## src/rtl/axi_slave_pkg.sv

```systemverilog
// Shared types and constants for the AXI write slave and its read-side companion.
package axi_slave_pkg;

    typedef enum logic [1:0] {
        IDLE = 2'd0,
        DATA = 2'd1,
        RESP = 2'd2
    } state_t;

    localparam logic [1:0] RESP_OKAY   = 2'b00;
    localparam logic [1:0] RESP_SLVERR = 2'b10;
    localparam logic [2:0] SIZE_WORD   = 3'b010;

endpackage

```

## src/rtl/axi_slave_write_if.sv

```systemverilog
// AXI4 write-channel bundle (AW, W, B) with master and slave views.
interface axi_slave_write_if #(
    parameter int ID_W   = 8,
    parameter int ADDR_W = 32,
    parameter int DATA_W = 32,
    parameter int LEN_W  = 4
);

    logic [ID_W-1:0]     AWID;
    logic [ADDR_W-1:0]   AWADDR;
    logic [LEN_W-1:0]    AWLEN;
    logic [2:0]          AWSIZE;
    logic [1:0]          AWBURST;
    logic                AWVALID;
    logic                AWREADY;
    logic [DATA_W-1:0]   WDATA;
    logic [DATA_W/8-1:0] WSTRB;
    logic                WLAST;
    logic                WVALID;
    logic                WREADY;
    logic [ID_W-1:0]     BID;
    logic [1:0]          BRESP;
    logic                BVALID;
    logic                BREADY;

    modport slave (
        input  AWID, AWADDR, AWLEN, AWSIZE, AWBURST, AWVALID,
        output AWREADY,
        input  WDATA, WSTRB, WLAST, WVALID,
        output WREADY,
        output BID, BRESP, BVALID,
        input  BREADY
    );

    modport master (
        output AWID, AWADDR, AWLEN, AWSIZE, AWBURST, AWVALID,
        input  AWREADY,
        output WDATA, WSTRB, WLAST, WVALID,
        input  WREADY,
        input  BID, BRESP, BVALID,
        output BREADY
    );

endinterface

```

## src/rtl/axi_slave_write.sv

```systemverilog
// AXI4 write slave: turns AW/W/B bursts (INCR, up to 16 beats) into byte-enabled
// single-port SRAM writes, sharing the memory port with the read slave via busy flags.
//
// state | meaning
// IDLE  | memory port free; accept AW when the read side is not busy
// DATA  | own the memory port; one SRAM write per accepted W beat
// RESP  | present B response until BREADY
module axi_slave_write
    import axi_slave_pkg::*;
#(
    parameter int ID_W   = 8,
    parameter int ADDR_W = 32,
    parameter int DATA_W = 32,
    parameter int LEN_W  = 4,
    parameter int MEM_AW = 14
) (
    input  logic                ACLK,
    input  logic                ARESETn,
    axi_slave_write_if.slave    s_axi,
    input  logic                rd_busy,
    output logic                wr_busy,
    output logic                mem_en,
    output logic [DATA_W/8-1:0] mem_web,
    output logic [MEM_AW-1:0]   mem_addr,
    output logic [DATA_W-1:0]   mem_wdata
);

    state_t              r_state, w_state_nxt;
    logic [ID_W-1:0]     r_id, w_id_nxt;
    logic [MEM_AW-1:0]   r_addr, w_addr_nxt;
    logic [LEN_W-1:0]    r_len, w_len_nxt;
    logic [LEN_W:0]      r_cnt, w_cnt_nxt;
    logic                r_err, w_err_nxt;

    logic                w_awready;
    logic                w_wready;
    logic                w_bvalid;
    logic                w_mem_en;
    logic [DATA_W/8-1:0] w_mem_web;
    logic                w_in_range;

    // Size and burst type are not acted on; the address always steps one word per beat.
    logic w_unused;
    assign w_unused = &{1'b0, (s_axi.AWSIZE == SIZE_WORD), s_axi.AWBURST,
                        s_axi.AWADDR[ADDR_W-1:MEM_AW+2], s_axi.AWADDR[1:0]};

    assign w_in_range = (r_cnt <= {1'b0, r_len});

    always_comb begin
        w_state_nxt = r_state;
        w_id_nxt    = r_id;
        w_addr_nxt  = r_addr;
        w_len_nxt   = r_len;
        w_cnt_nxt   = r_cnt;
        w_err_nxt   = r_err;
        w_awready   = 1'b0;
        w_wready    = 1'b0;
        w_bvalid    = 1'b0;
        w_mem_en    = 1'b0;
        w_mem_web   = '0;

        unique case (r_state)
            IDLE: begin
                w_awready = !rd_busy;
                if (s_axi.AWVALID && w_awready) begin
                    w_id_nxt    = s_axi.AWID;
                    w_addr_nxt  = s_axi.AWADDR[MEM_AW+1:2];
                    w_len_nxt   = s_axi.AWLEN;
                    w_cnt_nxt   = '0;
                    w_err_nxt   = 1'b0;
                    w_state_nxt = DATA;
                end
            end
            DATA: begin
                w_wready = 1'b1;
                if (s_axi.WVALID) begin
                    w_mem_en   = w_in_range;
                    w_mem_web  = w_in_range ? s_axi.WSTRB : '0;
                    w_addr_nxt = r_addr + 1'b1;
                    // Saturate so a runaway burst never wraps back into range.
                    w_cnt_nxt  = (r_cnt == '1) ? r_cnt : r_cnt + 1'b1;
                    if (!w_in_range) begin
                        w_err_nxt = 1'b1;
                    end
                    if (s_axi.WLAST) begin
                        if (r_cnt != {1'b0, r_len}) begin
                            w_err_nxt = 1'b1;
                        end
                        w_state_nxt = RESP;
                    end
                end
            end
            RESP: begin
                w_bvalid = 1'b1;
                if (s_axi.BREADY) begin
                    w_state_nxt = IDLE;
                end
            end
            default: begin
                w_state_nxt = IDLE;
            end
        endcase

        // Nothing handshakes or writes while reset is held.
        if (!ARESETn) begin
            w_awready = 1'b0;
            w_wready  = 1'b0;
            w_bvalid  = 1'b0;
            w_mem_en  = 1'b0;
            w_mem_web = '0;
        end
    end

    always_ff @(posedge ACLK) begin
        if (!ARESETn) begin
            r_state <= IDLE;
            r_id    <= '0;
            r_addr  <= '0;
            r_len   <= '0;
            r_cnt   <= '0;
            r_err   <= 1'b0;
        end else begin
            r_state <= w_state_nxt;
            r_id    <= w_id_nxt;
            r_addr  <= w_addr_nxt;
            r_len   <= w_len_nxt;
            r_cnt   <= w_cnt_nxt;
            r_err   <= w_err_nxt;
        end
    end

    assign s_axi.AWREADY = w_awready;
    assign s_axi.WREADY  = w_wready;
    assign s_axi.BVALID  = w_bvalid;
    assign s_axi.BID     = r_id;
    assign s_axi.BRESP   = (w_bvalid && r_err) ? RESP_SLVERR : RESP_OKAY;

    assign wr_busy   = (r_state != IDLE);
    assign mem_en    = w_mem_en;
    assign mem_web   = w_mem_web;
    assign mem_addr  = r_addr;
    assign mem_wdata = s_axi.WDATA;

endmodule
```

## src/flat_wrapper.sv

```systemverilog
// flat-port wrapper written by rule: the top's interface ports become plain ports
module axi_slave_write_flat import axi_slave_pkg::*;
#(
    parameter int ID_W   = 8,
    parameter int ADDR_W = 32,
    parameter int DATA_W = 32,
    parameter int LEN_W  = 4,
    parameter int MEM_AW = 14
)
  (ACLK, ARESETn, rd_busy, wr_busy, mem_en, mem_web, mem_addr, mem_wdata, s_axi_AWID, s_axi_AWADDR, s_axi_AWLEN, s_axi_AWSIZE, s_axi_AWBURST, s_axi_AWVALID, s_axi_AWREADY, s_axi_WDATA, s_axi_WSTRB, s_axi_WLAST, s_axi_WVALID, s_axi_WREADY, s_axi_BID, s_axi_BRESP, s_axi_BVALID, s_axi_BREADY);
  axi_slave_write_if #(.ID_W(ID_W), .ADDR_W(ADDR_W), .DATA_W(DATA_W), .LEN_W(LEN_W)) s_axi_i ();
  input  logic ACLK;
  input  logic ARESETn;
  input  logic rd_busy;
  output logic wr_busy;
  output logic mem_en;
  output logic [DATA_W/8-1:0] mem_web;
  output logic [MEM_AW-1:0] mem_addr;
  output logic [DATA_W-1:0] mem_wdata;
  input wire logic [$bits(s_axi_i.AWID)-1:0] s_axi_AWID;
  input wire logic [$bits(s_axi_i.AWADDR)-1:0] s_axi_AWADDR;
  input wire logic [$bits(s_axi_i.AWLEN)-1:0] s_axi_AWLEN;
  input wire logic [$bits(s_axi_i.AWSIZE)-1:0] s_axi_AWSIZE;
  input wire logic [$bits(s_axi_i.AWBURST)-1:0] s_axi_AWBURST;
  input wire logic [$bits(s_axi_i.AWVALID)-1:0] s_axi_AWVALID;
  output wire logic [$bits(s_axi_i.AWREADY)-1:0] s_axi_AWREADY;
  input wire logic [$bits(s_axi_i.WDATA)-1:0] s_axi_WDATA;
  input wire logic [$bits(s_axi_i.WSTRB)-1:0] s_axi_WSTRB;
  input wire logic [$bits(s_axi_i.WLAST)-1:0] s_axi_WLAST;
  input wire logic [$bits(s_axi_i.WVALID)-1:0] s_axi_WVALID;
  output wire logic [$bits(s_axi_i.WREADY)-1:0] s_axi_WREADY;
  output wire logic [$bits(s_axi_i.BID)-1:0] s_axi_BID;
  output wire logic [$bits(s_axi_i.BRESP)-1:0] s_axi_BRESP;
  output wire logic [$bits(s_axi_i.BVALID)-1:0] s_axi_BVALID;
  input wire logic [$bits(s_axi_i.BREADY)-1:0] s_axi_BREADY;
  assign s_axi_i.AWID = s_axi_AWID;
  assign s_axi_i.AWADDR = s_axi_AWADDR;
  assign s_axi_i.AWLEN = s_axi_AWLEN;
  assign s_axi_i.AWSIZE = s_axi_AWSIZE;
  assign s_axi_i.AWBURST = s_axi_AWBURST;
  assign s_axi_i.AWVALID = s_axi_AWVALID;
  assign s_axi_AWREADY = s_axi_i.AWREADY;
  assign s_axi_i.WDATA = s_axi_WDATA;
  assign s_axi_i.WSTRB = s_axi_WSTRB;
  assign s_axi_i.WLAST = s_axi_WLAST;
  assign s_axi_i.WVALID = s_axi_WVALID;
  assign s_axi_WREADY = s_axi_i.WREADY;
  assign s_axi_BID = s_axi_i.BID;
  assign s_axi_BRESP = s_axi_i.BRESP;
  assign s_axi_BVALID = s_axi_i.BVALID;
  assign s_axi_i.BREADY = s_axi_BREADY;
  axi_slave_write #(.ID_W(ID_W), .ADDR_W(ADDR_W), .DATA_W(DATA_W), .LEN_W(LEN_W), .MEM_AW(MEM_AW)) u_core (.ACLK(ACLK), .ARESETn(ARESETn), .s_axi(s_axi_i), .rd_busy(rd_busy), .wr_busy(wr_busy), .mem_en(mem_en), .mem_web(mem_web), .mem_addr(mem_addr), .mem_wdata(mem_wdata));
endmodule
```

## config.mk

```make
export PLATFORM = sky130hd
export DESIGN_NAME = axi_slave_write_flat
export DESIGN_NICKNAME = d
export VERILOG_FILES = /design/src/rtl/axi_slave_pkg.sv /design/src/rtl/axi_slave_write_if.sv /design/src/rtl/axi_slave_write.sv /design/src/flat_wrapper.sv
export SDC_FILE = /design/constraint.sdc
export NUM_CORES = 1
export LEC_CHECK = 0
export BUFFER_PORTS_ARGS = -buffer_cell sky130_fd_sc_hd__buf_2
export CAP_MARGIN = 20
export CORE_MARGIN = 2
export CORE_UTILIZATION = 44
export DETAILED_ROUTE_END_ITERATION = 7
export GPL_TIMING_DRIVEN = 0
export MAX_ROUTING_LAYER = met4
export PLACE_DENSITY = 0.95
export SKIP_CTS_REPAIR_TIMING = 1
export SLEW_MARGIN = 20
export SYNTH_ARGS = -nofsm -noshare
export SYNTH_HDL_FRONTEND = slang
export SYNTH_SLANG_ARGS = --single-unit
```

## constraint.sdc

```tcl
create_clock -name ACLK -period 4.7 [get_ports ACLK]
set_input_delay 0.47 -clock ACLK [delete_from_list [all_inputs] [get_ports ACLK]]
set_output_delay 0.47 -clock ACLK [all_outputs]
set_load 0.02 [all_outputs]
```

After elaboration in Yosys (flattened, before gate mapping)
Index checks and enable logic that the tools add are counted.
W data, S select, Z words.
{ "totals": {"out_inout_bits": 65, "input_bits": 92, "elab_cells": 60, "register_bits": 34} }
{ "op_classes": {"reduce_logical": 10, "magnitude_cmp": 1, "addsub": 2, "n_eq_ne": 9, "n_mux": 32} }
{ "ops": {"columns": ["cell", "n"], "rows": [
  ["$mux W14", 2],
  ["$pmux W14 S2", 1],
  ["$mux W4", 4],
  ["$mux W5", 3],
  ["$add A14 B1 Y14 const B", 1],
  ["$mux W1", 14],
  ["$mux W2", 5],
  ["$pmux W5 S2", 1],
  ["$ne A2 B2 Y1 const B", 4],
  ["$reduce_and A4 Y1", 2],
  ["$pmux W2 S3", 1],
  ["$add A5 B1 Y5 const B", 1],
  ["$eq A5 B5 Y1 const B", 1],
  ["$le A5 B4 Y1", 1],
  ["$ne A5 B4 Y1", 1],
  ["$reduce_bool A2 Y1", 2],
  ["$reduce_and A3 Y1", 1],
  ["$eq A2 B1 Y1 const B", 1],
  ["$eq A2 B2 Y1 const B", 1],
  ["$logic_and A1 B1 Y1", 2],
  ["$logic_not A2 Y1", 1],
  ["$ne A2 B1 Y1 const B", 1],
  ["$pmux W1 S2", 1],
  ["$reduce_and A2 Y1", 1],
  ["$logic_not A1 Y1", 1]
]} }

Logic depth before layout (Yosys ltp)
{ "logic_depth": {"word_depth": 6, "ltp_mapped": 7, "depth_no_buf": 7} }

Worst setup path before layout
OpenSTA, ideal clock, no wires.
{ "synth_path": {"kind": "register to output", "startpoint": "register u_core.r_len[3]", "endpoint": "output mem_web[0]", "path_buffers": 0, "t_arrival_ps": 1938, "required_ps": 4230, "slack_ps": 2292, "stages_incl_launch_ff": 7, "cell_sequence": "dfxtp_1 -> inv_1 -> ha_1 -> nand3_1 -> or3b_2 -> a21oi_1 -> and2_1"} }
{ "synth_between": {"elab_chain_cells": 5} }
{ "synth_lines": {"columns": ["item", "line_no", "rtl"], "rows": [
  ["start: declaration", "axi_slave_write.sv:31", "logic [LEN_W-1:0] r_len, w_len_nxt;"],
  ["start signal: assignment", "axi_slave_write.sv:126", "r_len <= w_len_nxt;"],
  ["$le A5 B4 Y1", "axi_slave_write.sv:47", "assign w_in_range = (r_cnt <= {1'b0, r_len});"],
  ["$mux W4", "axi_slave_write.sv:78", "w_mem_web = w_in_range ? s_axi.WSTRB : '0;"],
  ["$mux W4", "axi_slave_write.sv:76", "if (s_axi.WVALID) begin"],
  ["$mux W4", "axi_slave_write.sv:62", "unique case (r_state)"],
  ["$mux W4", "axi_slave_write.sv:105", "if (!ARESETn) begin"],
  ["end: declaration", "flat_wrapper.sv:17", "output logic [DATA_W/8-1:0] mem_web;"]
]} }
No other way between the ends.

Worst setup path after layout
{ "layout_path": {"startpoint": "register u_core.r_len[3]", "endpoint": "output mem_web[2]"} }
The elaborated chain is that of the path after synthesis.

==> impl_metrics.yaml <==
critical_path:
  worst_ep_arrival_time_ns: 2.20
  critPathMaxFanout: 5
  end_kind: "output pin"
  worstPathRequired_ns: 4.23
  crit_path_start_kind: "flip-flop"
  reg2reg_depth: 5
  crit_type: "flip-flop to output pin"
sta:
  fin_tns_setup_ns: 0
  skew_ns: 0.00612
  rsz0062_at_grt: "false"
  worst_pin_slew_ns: 0.577
  min_period_ns: 2.67
  fin_crit_sh_pct: 56.9
  hold_viol: 0
  setup_violations: 0
  slew_violations: 0
  max-slew-margin-rel_pct: 61.5
  fmax_ghz: 0.374
  whs_ns: 0.403
global_routing:
  grt_pass1_wl_mm: 9.73
  grtUsageTotal_pct: 23.5
  grt_pass1_vias: 2234
  overflow: 0
  antenna_found_initial: 0
  grt_max_degree: 13
die:
  die_h_um: 74.5
  start_util_pct: 46.0
  core_um2: 4750
  die_area_um2: 5550
  rows: 25
  ios: 157
  die_w_um: 74.5
detailed_routing:
  drt-initial-drc-count: 189
  vias_per_cell: 5.40
  drtPass1Iterations: 4
  drt-total-wl_mm: 6.29
  wire_per_inst_um: 13.9
  drc: 0
  via_count: 2452
  postRouteAntennaNets: 0
synthesis:
  synthFlopType: "dfxtp_1"
  netlist_area_um2: 2190
  synth.ff_latch_count: 34
  synth_top_area_cell: "dfxtp_1"
  async_flop_share_pct: 0
  synthTopCellsByArea: "dfxtp_1 (31%), buf_4 (12%), nand2_1 (7.0%)"
  synth_edf_count: 0
  yosysUniqueCellTypes: 53
  syn_nets: 378
  syn_inst: 279
  syn_avg_cell_area_um2: 7.84
  yosys_warnings: 0
  synth_top_area_share_pct: 31.1
  ys_seq_area_share_pct: 31.1
clocking:
  cts_buffers: 5
  clk_latency_ns: 0.30
  cts.sinks: 34
  cts_tree: "built"
  clk_path_buf_depth: 2
  htreeDepth: 2
  clk_pin_slew_worst_paths_ns: 0.07
  clockRootBuffer: "clkbuf_8"
placed_design:
  gp_congestion: 0.907
  hpwl_mm: 4.72
  port_buffers: 100
power_and_ir_drop:
  ir_drop_uv: 191
  p_leak_nw: 1.37
  p_per_area_nw_per_um2: 274
final_layout:
  nNetsFinal: 485
  antenna_cells: 0
  final_layout_size_suffix_gt1_share_pct: 41.1
  syn_to_final_growth_pct: 31.9
worst_hold_path:
  hold_depth: 3
  worstHoldPathType: "primary input to flip-flop"
run:
  drv_cap: 0
outcome:
  outcome: "complete, no violations"
## worst paths after layout
kind                            slack, ns                   to                start
worst max-delay path                 2.03           mem_web[2]      u_core.r_len[3]
worst min-delay path                 0.40  u_core.s_axi.BID[4]        s_axi_AWID[4]
worst max register to register       2.87  u_core.mem_addr[12]   u_core.mem_addr[1]
worst min register to register       0.45  u_core.s_axi.BID[6]  u_core.s_axi.BID[6]
## sequential cells by signal, indices dropped and copies added (netlist names)
name              count
u_core.r_state        2
u_core.r_err          1
u_core.s_axi.BID      8
u_core.r_len          4
u_core.r_cnt          5
u_core.mem_addr      14
## layer usage
metal	track usage, %	routed length (um)
met5	-	0
met4	10.5	160
met3	5.15	675
met2	38.2	2890
met1	27.8	2560
## area by class of cell
| class | count | area (um^2) |
|---|---|---|
| sequential | 34 | 681 |
| clock buffer | 5 | 68.8 |
| buffer | 49 | 339 |
| timing repair buffer | 100 | 500 |
| fill | 438 | 1870 |
| tap | 67 | 83.8 |
| multi-input combinational | 185 | 1130 |
| clock inverter | 3 | 45.0 |
| inverter | 11 | 41.3 |
## worst max-delay path, cell delays in order (launching register included)
cell and delay, ns:
dfxtp_1 0.34, inv_1 0.06, ha_1 0.29, nand3_1 0.10, or3b_2 0.50, a21oi_1 0.29
and2_1 0.17, buf_2 0.15
## stage by stage
step | setup WS [ns] | std cells | cell area (um^2) | utilization, % | power, mW
floorplan | 2.29 | 279 | 2190 | - | 0.450
global placement | 2.42 | 446 | 2770 | 58.3 | 0.509
detailed placement | 2.35 | 446 | 2770 | 58.3 | 0.514
CTS | 2.01 | 454 | 2890 | 60.7 | 0.787
global route | 1.89 | 454 | 2890 | 60.7 | 0.822
finish | 2.03 | 454 | 2890 | 60.7 | 0.790
## cell families after synthesis
| logic type | share of synthesized area, % |
|---|---|
| AO/OA/AOI/OAI | 20.0 |
| XOR/XNOR | 0.801 |
| AND/OR/NAND/NOR | 25.6 |
| buffers and inverters | 17.4 |
| other | 0.171 |
| multiplexers | 0.972 |
| flip-flops | 31.1 |
| adder cells (fa/ha/maj) | 4.00 |
## where the power goes
| part | switching [mW] | total, mW | internal [mW] |
|---|---|---|---|
| Clock | 0.123 | 0.280 | 0.158 |
| Sequential | 0.0152 | 0.318 | 0.303 |
| Combinational | 0.111 | 0.191 | 0.0807 |
| Total | 0.249 | 0.790 | 0.541 |
## synth_stat cells, drive strengths merged (6+ instances only)
master  instances
nor2           13
nand4           8
a21oi          30
buf            41
and3            8
dfxtp          34
ha              7
and2            6
clkbuf          8
o21ai          10
nand3          10
nand2          41
inv            11
## placed cells by master, fill, tap and decap left out, types with 10 or more instances in the layout
| master | instances |
|---|---|
| nand3_1 | 10 |
| buf_2 | 104 |
| o21ai_0 | 10 |
| nor2_1 | 11 |
| dfxtp_1 | 34 |
| nand2_1 | 41 |
| inv_1 | 11 |
| a21oi_1 | 29 |
| buf_4 | 34 |
(Power assumes the default switching activity.)
